## config.mk

```make
export PLATFORM = sky130hd
export DESIGN_NAME = cache_arbiter_flat
export DESIGN_NICKNAME = d
export VERILOG_FILES = /design/src/rtl/lc3b_types.sv /design/src/rtl/cache_arbiter_if.sv /design/src/rtl/cache_arbiter.sv /design/src/flat_wrapper.sv
export SDC_FILE = /design/constraint.sdc
export NUM_CORES = 1
export LEC_CHECK = 0
export BUFFER_PORTS_ARGS = -buffer_cell sky130_fd_sc_hd__buf_2
export CAP_MARGIN = 20
export CORE_AREA = 2 2 272 274
export CTS_CLUSTER_SIZE = 20
export DETAILED_ROUTE_END_ITERATION = 16
export DIE_AREA = 0 0 274 276
export GPL_ROUTABILITY_DRIVEN = 0
export SYNTH_ARGS = -nofsm -noshare
export SYNTH_HDL_FRONTEND = slang
export SYNTH_SLANG_ARGS = --single-unit
export TNS_END_PERCENT = 20
```

## constraint.sdc

```tcl
create_clock -name clk -period 2.66 [get_ports clk]
set_input_delay 0 -clock clk [delete_from_list [all_inputs] [get_ports clk]]
set_output_delay 0 -clock clk [all_outputs]
set_load 0.02 [all_outputs]
```

## src/rtl/lc3b_types.sv

```systemverilog
// Shared LC-3b memory-system types.
//   lc3b_word      : 16-bit address / data word
//   lc3b_cacheline : 128-bit cache line moved between caches and physical memory
//   arb_state_t    : cache_arbiter FSM state
package lc3b_types;

  typedef logic [15:0]  lc3b_word;
  typedef logic [127:0] lc3b_cacheline;

  typedef enum logic [1:0] {
    IDLE    = 2'd0,
    GRANT_I = 2'd1,
    GRANT_D = 2'd2,
    RELEASE = 2'd3
  } arb_state_t;

endpackage

```

## src/rtl/cache_arbiter_if.sv

```systemverilog
// Bundle of all request / response signals around the cache arbiter.
//   i_pmem_* : icache line-fill port (read only)
//   d_pmem_* : dcache fill / writeback port
//   pmem_*   : physical memory port
// Modports:
//   slave  : the arbiter itself (serves both caches, drives physical memory)
//   master : the surrounding system (caches issuing requests, memory answering)
interface cache_arbiter_if;
  import lc3b_types::*;

  logic          i_pmem_read;
  lc3b_word      i_pmem_address;
  logic          i_pmem_resp;
  lc3b_cacheline i_pmem_rdata;

  logic          d_pmem_read;
  logic          d_pmem_write;
  lc3b_word      d_pmem_address;
  lc3b_cacheline d_pmem_wdata;
  logic          d_pmem_resp;
  lc3b_cacheline d_pmem_rdata;

  logic          pmem_read;
  logic          pmem_write;
  lc3b_word      pmem_address;
  lc3b_cacheline pmem_wdata;
  logic          pmem_resp;
  lc3b_cacheline pmem_rdata;

  modport slave (
    input  i_pmem_read, i_pmem_address,
    output i_pmem_resp, i_pmem_rdata,
    input  d_pmem_read, d_pmem_write, d_pmem_address, d_pmem_wdata,
    output d_pmem_resp, d_pmem_rdata,
    output pmem_read, pmem_write, pmem_address, pmem_wdata,
    input  pmem_resp, pmem_rdata
  );

  modport master (
    output i_pmem_read, i_pmem_address,
    input  i_pmem_resp, i_pmem_rdata,
    output d_pmem_read, d_pmem_write, d_pmem_address, d_pmem_wdata,
    input  d_pmem_resp, d_pmem_rdata,
    input  pmem_read, pmem_write, pmem_address, pmem_wdata,
    output pmem_resp, pmem_rdata
  );

endinterface

```

## src/rtl/cache_arbiter.sv

```systemverilog
// Arbitrates one physical memory port between the icache and the dcache.
// A granted transaction is latched (address, write data, direction) and
// presented to memory from those registers until pmem_resp; the requester's
// response is steered combinationally in the same cycle. A one-cycle RELEASE
// state follows every transaction so the served cache has dropped its request
// before arbitration runs again.
//
// Ports:
//   clk : system clock, all state on rising edge
//   rst : synchronous active-high reset (abandons any in-flight transaction)
//   bus : cache_arbiter_if.slave (icache, dcache and physical memory ports)
//
// Configuration:
//   CACHE_ARB_ROUND_ROBIN_EN defined   -> on simultaneous requests the side not
//                                         granted most recently wins
//   CACHE_ARB_ROUND_ROBIN_EN undefined -> dcache always wins ties
module cache_arbiter
  import lc3b_types::*;
(
  input logic            clk,
  input logic            rst,
  cache_arbiter_if.slave bus
);

  arb_state_t    state;
  lc3b_word      addr_r;
  lc3b_cacheline wdata_r;
  logic          read_r;
  logic          write_r;

  logic i_req;
  logic d_req;
  logic grant_i;
  logic grant_d;

  assign i_req = bus.i_pmem_read;
  // Read and write together is handled as a writeback.
  assign d_req = bus.d_pmem_read | bus.d_pmem_write;

`ifdef CACHE_ARB_ROUND_ROBIN_EN
  // 1 = dcache was granted most recently. Reset value 0 lets the dcache win
  // the first tie.
  logic last_d_r;

  assign grant_d = d_req & (~i_req | ~last_d_r);
`else
  assign grant_d = d_req;
`endif
  assign grant_i = i_req & ~grant_d;

  always_ff @(posedge clk) begin
    if (rst) begin
      state    <= IDLE;
      addr_r   <= '0;
      wdata_r  <= '0;
      read_r   <= 1'b0;
      write_r  <= 1'b0;
`ifdef CACHE_ARB_ROUND_ROBIN_EN
      last_d_r <= 1'b0;
`endif
    end else begin
      case (state)
        IDLE: begin
          if (grant_d) begin
            state   <= GRANT_D;
            addr_r  <= bus.d_pmem_address;
            wdata_r <= bus.d_pmem_wdata;
            read_r  <= ~bus.d_pmem_write;
            write_r <= bus.d_pmem_write;
`ifdef CACHE_ARB_ROUND_ROBIN_EN
            last_d_r <= 1'b1;
`endif
          end else if (grant_i) begin
            state   <= GRANT_I;
            addr_r  <= bus.i_pmem_address;
            wdata_r <= '0;
            read_r  <= 1'b1;
            write_r <= 1'b0;
`ifdef CACHE_ARB_ROUND_ROBIN_EN
            last_d_r <= 1'b0;
`endif
          end
        end
        GRANT_I, GRANT_D: begin
          if (bus.pmem_resp) begin
            state   <= RELEASE;
            read_r  <= 1'b0;
            write_r <= 1'b0;
          end
        end
        RELEASE: state <= IDLE;
        default: state <= IDLE;
      endcase
    end
  end

  // Memory sees only the latched copy, so requester changes mid-grant are invisible.
  assign bus.pmem_read    = read_r;
  assign bus.pmem_write   = write_r;
  assign bus.pmem_address = addr_r;
  assign bus.pmem_wdata   = wdata_r;

  // Only the response strobe is steered; a pmem_resp outside a grant goes nowhere.
  assign bus.i_pmem_resp  = (state == GRANT_I) & bus.pmem_resp;
  assign bus.d_pmem_resp  = (state == GRANT_D) & bus.pmem_resp;
  assign bus.i_pmem_rdata = bus.pmem_rdata;
  assign bus.d_pmem_rdata = bus.pmem_rdata;

endmodule

```

## src/flat_wrapper.sv

```systemverilog
// flat-port wrapper written by rule: the top's interface ports become plain ports
module cache_arbiter_flat import lc3b_types::*;
  (clk, rst, bus_i_pmem_read, bus_i_pmem_address, bus_i_pmem_resp, bus_i_pmem_rdata, bus_d_pmem_read, bus_d_pmem_write, bus_d_pmem_address, bus_d_pmem_wdata, bus_d_pmem_resp, bus_d_pmem_rdata, bus_pmem_read, bus_pmem_write, bus_pmem_address, bus_pmem_wdata, bus_pmem_resp, bus_pmem_rdata);
  cache_arbiter_if bus_i ();
  input logic clk;
  input logic rst;
  input wire logic [$bits(bus_i.i_pmem_read)-1:0] bus_i_pmem_read;
  input wire logic [$bits(bus_i.i_pmem_address)-1:0] bus_i_pmem_address;
  output wire logic [$bits(bus_i.i_pmem_resp)-1:0] bus_i_pmem_resp;
  output wire logic [$bits(bus_i.i_pmem_rdata)-1:0] bus_i_pmem_rdata;
  input wire logic [$bits(bus_i.d_pmem_read)-1:0] bus_d_pmem_read;
  input wire logic [$bits(bus_i.d_pmem_write)-1:0] bus_d_pmem_write;
  input wire logic [$bits(bus_i.d_pmem_address)-1:0] bus_d_pmem_address;
  input wire logic [$bits(bus_i.d_pmem_wdata)-1:0] bus_d_pmem_wdata;
  output wire logic [$bits(bus_i.d_pmem_resp)-1:0] bus_d_pmem_resp;
  output wire logic [$bits(bus_i.d_pmem_rdata)-1:0] bus_d_pmem_rdata;
  output wire logic [$bits(bus_i.pmem_read)-1:0] bus_pmem_read;
  output wire logic [$bits(bus_i.pmem_write)-1:0] bus_pmem_write;
  output wire logic [$bits(bus_i.pmem_address)-1:0] bus_pmem_address;
  output wire logic [$bits(bus_i.pmem_wdata)-1:0] bus_pmem_wdata;
  input wire logic [$bits(bus_i.pmem_resp)-1:0] bus_pmem_resp;
  input wire logic [$bits(bus_i.pmem_rdata)-1:0] bus_pmem_rdata;
  assign bus_i.i_pmem_read = bus_i_pmem_read;
  assign bus_i.i_pmem_address = bus_i_pmem_address;
  assign bus_i_pmem_resp = bus_i.i_pmem_resp;
  assign bus_i_pmem_rdata = bus_i.i_pmem_rdata;
  assign bus_i.d_pmem_read = bus_d_pmem_read;
  assign bus_i.d_pmem_write = bus_d_pmem_write;
  assign bus_i.d_pmem_address = bus_d_pmem_address;
  assign bus_i.d_pmem_wdata = bus_d_pmem_wdata;
  assign bus_d_pmem_resp = bus_i.d_pmem_resp;
  assign bus_d_pmem_rdata = bus_i.d_pmem_rdata;
  assign bus_pmem_read = bus_i.pmem_read;
  assign bus_pmem_write = bus_i.pmem_write;
  assign bus_pmem_address = bus_i.pmem_address;
  assign bus_pmem_wdata = bus_i.pmem_wdata;
  assign bus_i.pmem_resp = bus_pmem_resp;
  assign bus_i.pmem_rdata = bus_pmem_rdata;
  cache_arbiter u_core (.clk(clk), .rst(rst), .bus(bus_i));
endmodule
```

# Yosys cells after proc, flatten, opt, wreduce, memory -nomap -nowiden
# Cells that the tools add are included.
# classes
n_bitwise	6
n_mux	15
n_eq_ne	5
reduce_logical	7
# op_table
cell	count
2-to-1 mux 128 bit	2
2-to-1 mux 16 bit	2
2-to-1 mux 2 bit	3
case mux 2 bit (3 select lines)	1
2-to-1 mux 1 bit	5
== test 2 bit (second input constant)	2
case mux 1 bit (2 select lines)	2
AND reduction 2 bit	2
nonzero test 2 bit	2
bitwise AND 1 bit	3
inequality test 3 x 1 -> 1 bit (second input constant)	1
AND reduction 3 bit	1
== test 2 x 1 -> 1 bit (second input constant)	1
zero test 2 bit	1
inequality test 2 bit (second input constant)	1
NOT 1 bit	2
OR reduction 2 bit	1
bitwise OR 1 bit	1
# totals
out_inout_bits	404
elab_cells	38
reg_bits	148

# Logic depth before layout (Yosys ltp)
# Gate-level depths: netlist (run 1).
# logic_depth
word_depth	6
depth_mapped	7
depth_no_buf	5

# Worst setup path before layout (run 1)
# No wires, ideal clock.
# synth_path
path_kind	flip-flop to flip-flop
start	reg u_core.state[0]
end	reg u_core.write_r (netlist: u_core.bus.pmem_write)
setup_ns	0.070
setup_slack_ns	1.004
required_time_ns	2.590
arrival_time_ns	1.587
path_stages_with_launch	6
cell_sequence	dfxtp_1 > inv_1 > ha_1 > nor2b_1 > or4b_2 > a21oi_1
# synth_between
elab_chain_len	4
word_cells_on_any_way	9
classes_between	eq/ne: 4; mux: 1; reduce/logical: 4
# synth_lines
item	line	text
start: declaration	cache_arbiter.sv:25	arb_state_t state;
start signal: assignment	cache_arbiter.sv:53	state <= IDLE;
start signal: assignment	cache_arbiter.sv:65	state <= GRANT_D;
start signal: assignment	cache_arbiter.sv:74	state <= GRANT_I;
== test 2 bit / == test 2 x 1 -> 1 bit (equally long branches)	cache_arbiter.sv:62	case (state)
OR reduction 2 bit	cache_arbiter.sv:62	
inequality test 2 bit (no source line) / nonzero test 2 bit (equally long branches)	-	
AND reduction 3 bit (no source line)	-	
end signal: assignment	cache_arbiter.sv:69	write_r <= bus.d_pmem_write;
end: declaration	cache_arbiter.sv:29	logic write_r;
# Several ways; a longest one is shown, not always the timed one.
# A chain may end at the register's enable or synchronous reset.

# Final worst setup path (run 1)
# layout_path
start	reg u_core.state[1]
end	reg u_core.read_r (netlist: u_core.bus.pmem_read)
# layout_between
elab_chain_len	4
word_cells_on_any_way	9
classes_between	eq/ne: 4; mux: 1; reduce/logical: 4
# layout_lines
item	line	text
== test 2 bit / == test 2 x 1 -> 1 bit (equally long branches)	cache_arbiter.sv:62	
OR reduction 2 bit	cache_arbiter.sv:62	
inequality test 2 bit (no source line) / nonzero test 2 bit (equally long branches)	-	
AND reduction 3 bit (no source line)	-	
end signal: assignment	cache_arbiter.sv:68	read_r <= ~bus.d_pmem_write;
end: declaration	cache_arbiter.sv:28	logic read_r;
# Several ways; a longest one is shown, not always the timed one.

==> results of run 1 <==
worst max path at each step:
stage / to / depth (start not counted) / startpoint
after CTS: u_core.bus.pmem_address[3] / 7 / bus_d_pmem_write
after global routing: u_core.bus.pmem_read / 6 / u_core.state[1]
after detailed placement: u_core.bus.pmem_wdata[26] / 6 / u_core.state[0]
after global placement: u_core.bus.pmem_wdata[48] / 6 / u_core.state[0]
final: u_core.bus.pmem_read / 6 / u_core.state[1]
after floorplan: u_core.bus.pmem_write / 5 / u_core.state[0]
per-layer routing:
metal | track usage | vias up | part of all wire
li1 | - | 2417 | -
met1 | 0.05431 | 2318 | 0.35
met2 | 0.1045 | 383 | 0.47
met3 | 0.03448 | 119 | 0.12
met4 | 0.04989 | 2 | 0.060
met5 | 0.0006418 | - | 0.00041
layout by cell type, fill, tap and decap left out, types with 3 or more instances in the layout:
| master | n |
|---|---|
| inv_6 | 5 |
| dlygate4sd3_1 | 164 |
| dfxtp_1 | 148 |
| buf_2 | 313 |
| buf_4 | 4 |
| o21ai_0 | 16 |
| inv_1 | 3 |
| ha_1 | 4 |
| a21oi_1 | 20 |
| inv_8 | 3 |
| mux2i_1 | 16 |
| clkbuf_16 | 17 |
| a22o_1 | 128 |
worst max-delay path: stages (launching register included):
cell	delay [ns]
dfxtp_1	0.33
inv_1	0.10
ha_1	0.23
nor4b_1	0.52
or4_1	0.19
a21oi_1	0.06
dlygate4sd3_1	0.55
flip-flops by register name (all words and copies together) (netlist names):
signal / flops
u_core.bus.pmem_write: 1
u_core.state: 2
u_core.bus.pmem_read: 1
u_core.bus.pmem_wdata: 128
u_core.bus.pmem_address: 16
power groups by stage:
stage               combinational (uW)  clock (uW)  sequential [uW]
floorplan                         1770           0             3910
global placement                  2980           0             3170
global route                      3420        2890             3210
detailed placement                3010           0             3170
finish                            3180        2630             3150
CTS                               3220        2810             3140
metrics by stage:
step	cells	worst slack, ns	total power, uW	cell area, um^2
global placement	1630	0.8182	6150	7463
floorplan	642	1.004	5679	6809
finish	1828	0.5652	8963	9728
detailed placement	1630	0.8003	6180	7463
global route	1826	0.4095	9517	9723
CTS	1826	0.4952	9163	9723
logic make-up after synthesis:
group / Yosys count
buffers and inverters: 293
AO/OA/AOI/OAI: 170
flip-flops: 148
multiplexers: 16
AND/OR/NAND/NOR: 11
adder cells (fa/ha/maj): 4
timing repair:
action                                  4_1_cts  5_1_grt
hold endpoints to repair                    148        0
endpoints found under the setup margin        0        0
setup buffers                                 0        0
hold buffers                                164        0
cell type report:
type	count	area, um^2
Antenna cell	2	5.005
Clock buffer	18	439.2
Timing Repair Buffer	483	3278
Fill cell	8125	62860
Sequential cell	148	2963
Multi-Input combinational cell	201	1653
Tap cell	959	1200
Inverter	3	11.26
Clock inverter	14	178.9
==> impl_metrics.yaml, run 1 <==
run_status:
  status: "completed"
yosys:
  yosys-top-cells-count: "buf_4 (257), dfxtp_1 (148), a22o_1 (128)"
  synthFlopType: "dfxtp_1"
  synth_compound_area_frac: 0.1979
  synthDominantCellAreaShare: 0.4351
  synth_edf_count: 0
  synthesis.area_um2: 6809
  synth-seq-cells: 148
  yosys.area.top_type: "dfxtp_1"
  async_flop_share: 0
  synth_top_family_by_area: "buffers and inverters"
  ys_warn_count: 0
  synth_nets: 940
  ys_types: 25
  synth_simple_gate_area_share: 0.01323
  synth_adder_area_share: 0.007350
  yosysMostFrequentCell: "buf_4"
  synthCells: 642
  seq_area_frac_synth: 0.4351
  synthXorXnorAreaFrac: 0
  yosys-top-cells-area: "dfxtp_1 (44%), buf_4 (28%), a22o_1 (16%)"
  synth.area.mux_share: 0.02352
  syn_avg_cell_area_um2: 10.61
place:
  post-dp-hpwl_mm: 16.68
  numPortBuffers: 313
timing:
  finalCritPeriodShare: 0.7875
  worst_pin_slew_ns: 0.7372
  fin_crit_ns: 2.095
  worst_hold_slack_ns: 0.000009778
  maxSlewHeadroom: 0.5080
  setup_violations: 0
  fmax_ghz: 0.4774
  finalSetupTns_ns: 0
  rsz0062_at_grt: "false"
  skew_ns: 0.02243
  final-hold-violation-count: 0
  slew_viol_final: 0
cells_and_area:
  synthToLayoutAreaGrowth_pct: 42.87
  final_util: 0.1340
  nets: 1152
  drive_gt1_frac: 0.4118
global_routing:
  grt_remaining_overflow: 0
  antenna_found_initial: 4
  grt_pass1_wl_mm: 33.75
  grt_max_degree: 88
  grt_usage: 0.06221
  grt_pass1_vias: 5499
worst_setup_path:
  r2r-start: "u_core.state[1]"
  r2r_cells: 6
  critPathKind: "reg2reg"
  arrival_ns: 2.43
  start_kind: "flop"
  cp_max_fo: 6
  cp.required_ns: 2.99
  rr_endpoint: "u_core.bus.pmem_read"
  cp-end-kind: "flop"
  reg2reg_slack_ns: 0.57
cts:
  cts_tree: "done"
  cts_max_level: 4
  cts-root-buf: "clkbuf_16"
  cts_max_path_buffers: 2
  clock-sinks: 148
  cts_made_buffers: 17
  clk_latency_ns: 0.47
  post_cts_resized: 0
  path_clk_slew_ns: 0.06
drt:
  num_vias: 5239
  drt_iter0_drc: 135
  wl_per_cell_um: 13.50
  viasPerCell: 2.866
  drc_errors: 0
  routed_wl_mm: 24.68
  drt_pass1_iterations: 4
  antenna_left: 0
floorplanning:
  design.core.area_um2: 72590
  dieArea_um2: 75620
  initial_core_util: 0.09380
  die_w_um: 274
  io-pin-count: 698
  die_h_um: 276
  placementRows: 99
job:
  drv_cap: 0
min_path:
  min_to: "bus_i_pmem_rdata[124]"
  min_path_cells: 0
  min_from: "bus_pmem_rdata[124]"
  min-delay-path-class: "in2out"
pwr:
  p_leak_uw: 0.004328
  p_int_uw: 5495
  seq_power_share: 0.351
  p_switching_uw: 3467
  p_sw_frac: 0.3869
  ir_worst_vdd_uv: 364.1
  combPwrFrac: 0.355
  p_clk_frac: 0.294
  power.density_nw_per_um2: 921.3
Note: power is estimated with default switching activity, not from simulation.
==> run 2, diff against run 1 <==
--- a/config.mk
+++ b/config.mk
@@ -7,10 +7,10 @@
 export LEC_CHECK = 0
 export BUFFER_PORTS_ARGS = -buffer_cell sky130_fd_sc_hd__buf_2
 export CAP_MARGIN = 20
-export CORE_AREA = 2 2 272 274
+export CORE_AREA = 2 2 275 277
 export CTS_CLUSTER_SIZE = 20
 export DETAILED_ROUTE_END_ITERATION = 16
-export DIE_AREA = 0 0 274 276
+export DIE_AREA = 0 0 277 279
 export GPL_ROUTABILITY_DRIVEN = 0
 export SYNTH_ARGS = -nofsm -noshare
 export SYNTH_HDL_FRONTEND = slang
==> constraint.sdc (replaced) <==
create_clock -name clk -period 1.75 [get_ports clk]
set_input_delay 0 -clock clk [delete_from_list [all_inputs] [get_ports clk]]
set_output_delay 0 -clock clk [all_outputs]
set_load 0.02 [all_outputs]
==> impl_metrics.yaml, run 2 (synthesis gave the netlist of run 1 again) <==
cells_and_area:
  final_common_cell: "buf_2"
  final_cell_mix: "buf_2 (313), dlygate4sd3_1 (164), dfxtp_1 (146)"
  drive_gt1_frac: 0.4406
  largest_reg_flops: 128
  n_antenna_cell: 0
  nets: 1187
  final_util: 0.1376
  design_area_um2: 10190
  synthToLayoutAreaGrowth_pct: 49.71
min_path:
  min_from: "bus_pmem_rdata[121]"
  min_to: "bus_i_pmem_rdata[121]"
  min_path_cells: 0
  min-delay-path-class: "in2out"
floorplanning:
  design.core.area_um2: 74070
  placementRows: 100
  initial_core_util: 0.09193
  die_h_um: 279
  io-pin-count: 698
  die_w_um: 277
  dieArea_um2: 77280
timing:
  finalCritPeriodShare: 0.9705
  fin_crit_ns: 1.698
  setup_violations: 0
  fin_ws_ns: 0.05165
  skew_ns: 0.01669
  worst_hold_slack_ns: 0.00001027
  worst_pin_slew_ns: 0.5352
  fmax_ghz: 0.5888
  final-hold-violation-count: 0
  rsz0062_at_grt: "true"
  slew_viol_final: 0
  maxSlewHeadroom: 0.6428
worst_setup_path:
  slowest_delay_ns: 0.32
  start_kind: "flop"
  rr_endpoint: "u_core.bus.pmem_wdata[90]"
  r2r_cells: 9
  cp_num_buf_inv: 5
  cp_top_family: "buffers and inverters"
  r2r-start: "u_core.state[1]"
  critPathKind: "reg2reg"
  cp_common_cell: "buf_6"
  path_cells: "inv_2 -> ha_4 -> buf_6 -> o31a_1 -> nor2_4 -> buf_6 -> clkbuf_16 -> buf_6 -> a22o_1"
  cp_num_cells: 9
  cp-end-kind: "flop"
  reg2reg_slack_ns: 0.05
  cp.required_ns: 2.10
  cpMaxStageDelayCell: "dfxtp_2"
  cp_max_fo: 9
  arrival_ns: 2.05
cts:
  path_clk_slew_ns: 0.07
  cts_made_buffers: 17
  clk_latency_ns: 0.47
  clock-sinks: 148
  cts_max_path_buffers: 2
  cts_tree: "done"
  cts-root-buf: "clkbuf_16"
  cts_max_level: 4
pwr:
  power.total_uw: 14360
  p_leak_uw: 0.004554
  power.density_nw_per_um2: 1409
  ir_worst_vdd_uv: 483.3
drt:
  drt_iter0_drc: 153
  viasPerCell: 2.920
  drc_errors: 0
  num_vias: 5460
  antenna_left: 0
  drt_pass1_iterations: 4
  wl_per_cell_um: 14.46
  routed_wl_mm: 27.04
place:
  post-dp-hpwl_mm: 17.70
  numPortBuffers: 313
  detailedPlace.worstSlack_ns: 0.02121
  placedInstanceArea_um2: 7659
job:
  drv_cap: 0
global_routing:
  antenna_found_initial: 9
  grt_pass1_wl_mm: 35.02
  grt_pass1_vias: 5494
  grt_max_degree: 65
  grt_usage: 0.06327
  grt_remaining_overflow: 0
run_status:
  status: "completed"
[run 2: what timing repair did]
item,CTS,global route
buffers inserted,0,6
endpoints found under the setup margin,0,138
hold buffers,164,0
gates resized for setup,0,28
endpoints found under the hold margin,148,0
[run 2: stage by stage]
stage                     cells  setup TNS (ns)
final                      1870               0
after global routing       1870          -1.276
after CTS                  1856               0
after detailed placement   1661               0
after global placement     1661               0
after floorplan             642               0
[run 2: power breakdown]
part           switching, uW  internal [uW]
Clock                   1750           2000
Sequential               482           4320
Combinational           3250           2550
[run 2: how the worst max path moves through the flow]
stage	end	start	slack (ns)
after global placement	u_core.bus.pmem_write	u_core.state[0]	0.02
after CTS	u_core.bus.pmem_wdata[19]	u_core.state[0]	0.001
after global routing	u_core.bus.pmem_wdata[90]	u_core.state[1]	-0.04
after detailed placement	u_core.bus.pmem_write	u_core.state[0]	0.02
final	u_core.bus.pmem_wdata[90]	u_core.state[1]	0.05
after floorplan	u_core.bus.pmem_write	u_core.state[0]	0.09
[run 2: cell type report]
| type | instances | area (um^2) |
|---|---|---|
| tap | 969 | 1212 |
| inverter | 3 | 11.26 |
| clock inverter | 14 | 143.9 |
| multi-input combinational | 201 | 1678 |
| sequential | 148 | 2965 |
| timing repair buffer | 518 | 3757 |
| fill | 8273 | 63880 |
| clock buffer | 17 | 425.4 |
[run 2: routing by layer]
metal	vias up	part of all wire	track usage
met1	2365	0.34	0.05667
li1	2495	-	-
met5	-	0.0047	0.003752
met2	443	0.45	0.09677
met4	16	0.068	0.05100
met3	141	0.13	0.04594
==> run 3, diff against run 2 <==
--- a/config.mk
+++ b/config.mk
@@ -7,11 +7,14 @@
 export LEC_CHECK = 0
 export BUFFER_PORTS_ARGS = -buffer_cell sky130_fd_sc_hd__buf_2
 export CAP_MARGIN = 20
-export CORE_AREA = 2 2 275 277
+export CELL_PAD_IN_SITES_DETAIL_PLACEMENT = 1
+export CELL_PAD_IN_SITES_GLOBAL_PLACEMENT = 1
+export CORE_AREA = 2 2 270 272
 export CTS_CLUSTER_SIZE = 20
 export DETAILED_ROUTE_END_ITERATION = 16
-export DIE_AREA = 0 0 277 279
+export DIE_AREA = 0 0 272 274
 export GPL_ROUTABILITY_DRIVEN = 0
+export PLACE_DENSITY_LB_ADDON = 0.1
 export SYNTH_ARGS = -nofsm -noshare
 export SYNTH_HDL_FRONTEND = slang
 export SYNTH_SLANG_ARGS = --single-unit
==> impl_metrics.yaml, run 3 (synthesis gave the netlist of run 1 again) <==
pwr:
  p_int_uw: 8691
  p_clk_frac: 0.275
  seq_power_share: 0.335
  combPwrFrac: 0.390
  p_sw_frac: 0.3882
  p_switching_uw: 5516
  ir_worst_vdd_uv: 384.3
  power.total_uw: 14210
  p_leak_uw: 0.004489
  power.density_nw_per_um2: 1413
min_path:
  min-delay-path-class: "in2out"
cts:
  clk_latency_ns: 0.48
  cts_max_level: 4
  post_cts_buffers: 0
  cts_max_path_buffers: 2
  path_clk_slew_ns: 0.07
  cts_made_buffers: 17
  cts_tree: "done"
  clock-sinks: 148
  cts-root-buf: "clkbuf_16"
cells_and_area:
  synthToLayoutAreaGrowth_pct: 47.63
  ff_latch_area_um2: 2963
  final_cell_mix: "buf_2 (313), dlygate4sd3_1 (164), dfxtp_1 (148)"
  multi_input_area_um2: 1672
  largest_reg_flops: 128
  drive_gt1_frac: 0.4319
  n_fill_cell: 8422
  final_common_cell: "buf_2"
  n_antenna_cell: 0
  nets: 1181
global_routing:
  antenna_found_initial: 1
  grt_pass1_vias: 5808
  grt_pass1_wl_mm: 38.41
  grt_remaining_overflow: 0
  grt_usage: 0.07142
  grt_max_degree: 39
drt:
  antenna_left: 0
  wl_per_cell_um: 14.42
  drt_pass1_iterations: 4
  viasPerCell: 2.888
  num_vias: 5358
  routed_wl_mm: 26.76
  drc_errors: 0
  drt_iter0_drc: 101
timing:
  setup_violations: 0
  fmax_ghz: 0.6078
  finalSetupTns_ns: 0
  finalCritPeriodShare: 0.9402
  skew_ns: 0.01365
  final-hold-violation-count: 0
  slew_viol_final: 0
  fin_crit_ns: 1.645
  maxSlewHeadroom: 0.6669
  worst_pin_slew_ns: 0.4991
floorplanning:
  die_w_um: 272
  io-pin-count: 698
  die_h_um: 274
  design.core.area_um2: 71970
  initial_core_util: 0.09461
  placementRows: 99
  dieArea_um2: 74530
worst_setup_path:
  start_kind: "flop"
  cp.required_ns: 2.15
  cp_max_fo: 4
  cp-end-kind: "flop"
  arrival_ns: 2.05
  critPathKind: "reg2reg"
place:
  numPortBuffers: 313
  post-dp-hpwl_mm: 19.86
run_status:
  status: "completed"
job:
  drv_cap: 0
==> run 3: layout make-up <==
cell class                      count  area share
Timing Repair Buffer              512      0.3606
Multi-Input combinational cell    201      0.1663
Tap cell                          959      0.1194
Sequential cell                   148      0.2947
Clock inverter                     13     0.01382
Clock buffer                       19     0.04406
Inverter                            3    0.001120
==> run 3: what timing repair did <==
item / in CTS / in global routing
resized for setup: 2 / 1
hold endpoints to repair: 148 / 0
endpoints found under the setup margin: 18 / 35
hold buffers: 164 / 0
==> run 3: worst paths after layout <==
| kind | slack [ns] | startpoint | endpoint | cells past startpoint |
|---|---|---|---|---|
| setup / recovery | 0.10 | u_core.state[0] | u_core.bus.pmem_write | 5 |
| hold / removal | 0.000008 | bus_pmem_rdata[48] | bus_i_pmem_rdata[48] | 0 |
| setup reg to reg | 0.10 | u_core.state[0] | u_core.bus.pmem_write | 5 |
| hold reg to reg | 0.47 | u_core.bus.pmem_wdata[42] | u_core.bus.pmem_wdata[42] | 1 |
==> run 3: power by group through the flow <==
stage | combinational, uW | sequential [uW] | clock (uW)
after CTS | 5700 | 4770 | 4230
after floorplan | 2690 | 5940 | 0
after global placement | 5410 | 4840 | 0
after detailed placement | 5360 | 4830 | 0
after global routing | 6050 | 4900 | 4330
final | 5540 | 4760 | 3910
==> run 3: critical path: stages, from the launching register on <==
cell and delay [ns]:
dfxtp_1 0.34, inv_1 0.09, ha_4 0.26, nor2b_1 0.14, or4b_2 0.60, a21oi_1 0.15
==> run 3: per-stage QoR <==
stage	area [um^2]	setup WS [ns]	hold slack [ns]	cells	util
after floorplan	6809	0.09354	0.06907	642	-
after global placement	7806	-0.02014	0.0001996	1659	0.1085
after detailed placement	7806	0.005977	0.0001996	1659	0.1085
after CTS	10040	0.02662	0.0001996	1855	0.1395
after global routing	10050	-0.001594	0.00004250	1855	0.1397
final	10050	0.1047	0.000007895	1855	0.1397
==> run 3: per-layer routing <==
metal	wire, um	track usage
met1	10580	0.07582
met5	109	0.01027
met2	12290	0.1111
met4	1003	0.04367
met3	2780	0.03757
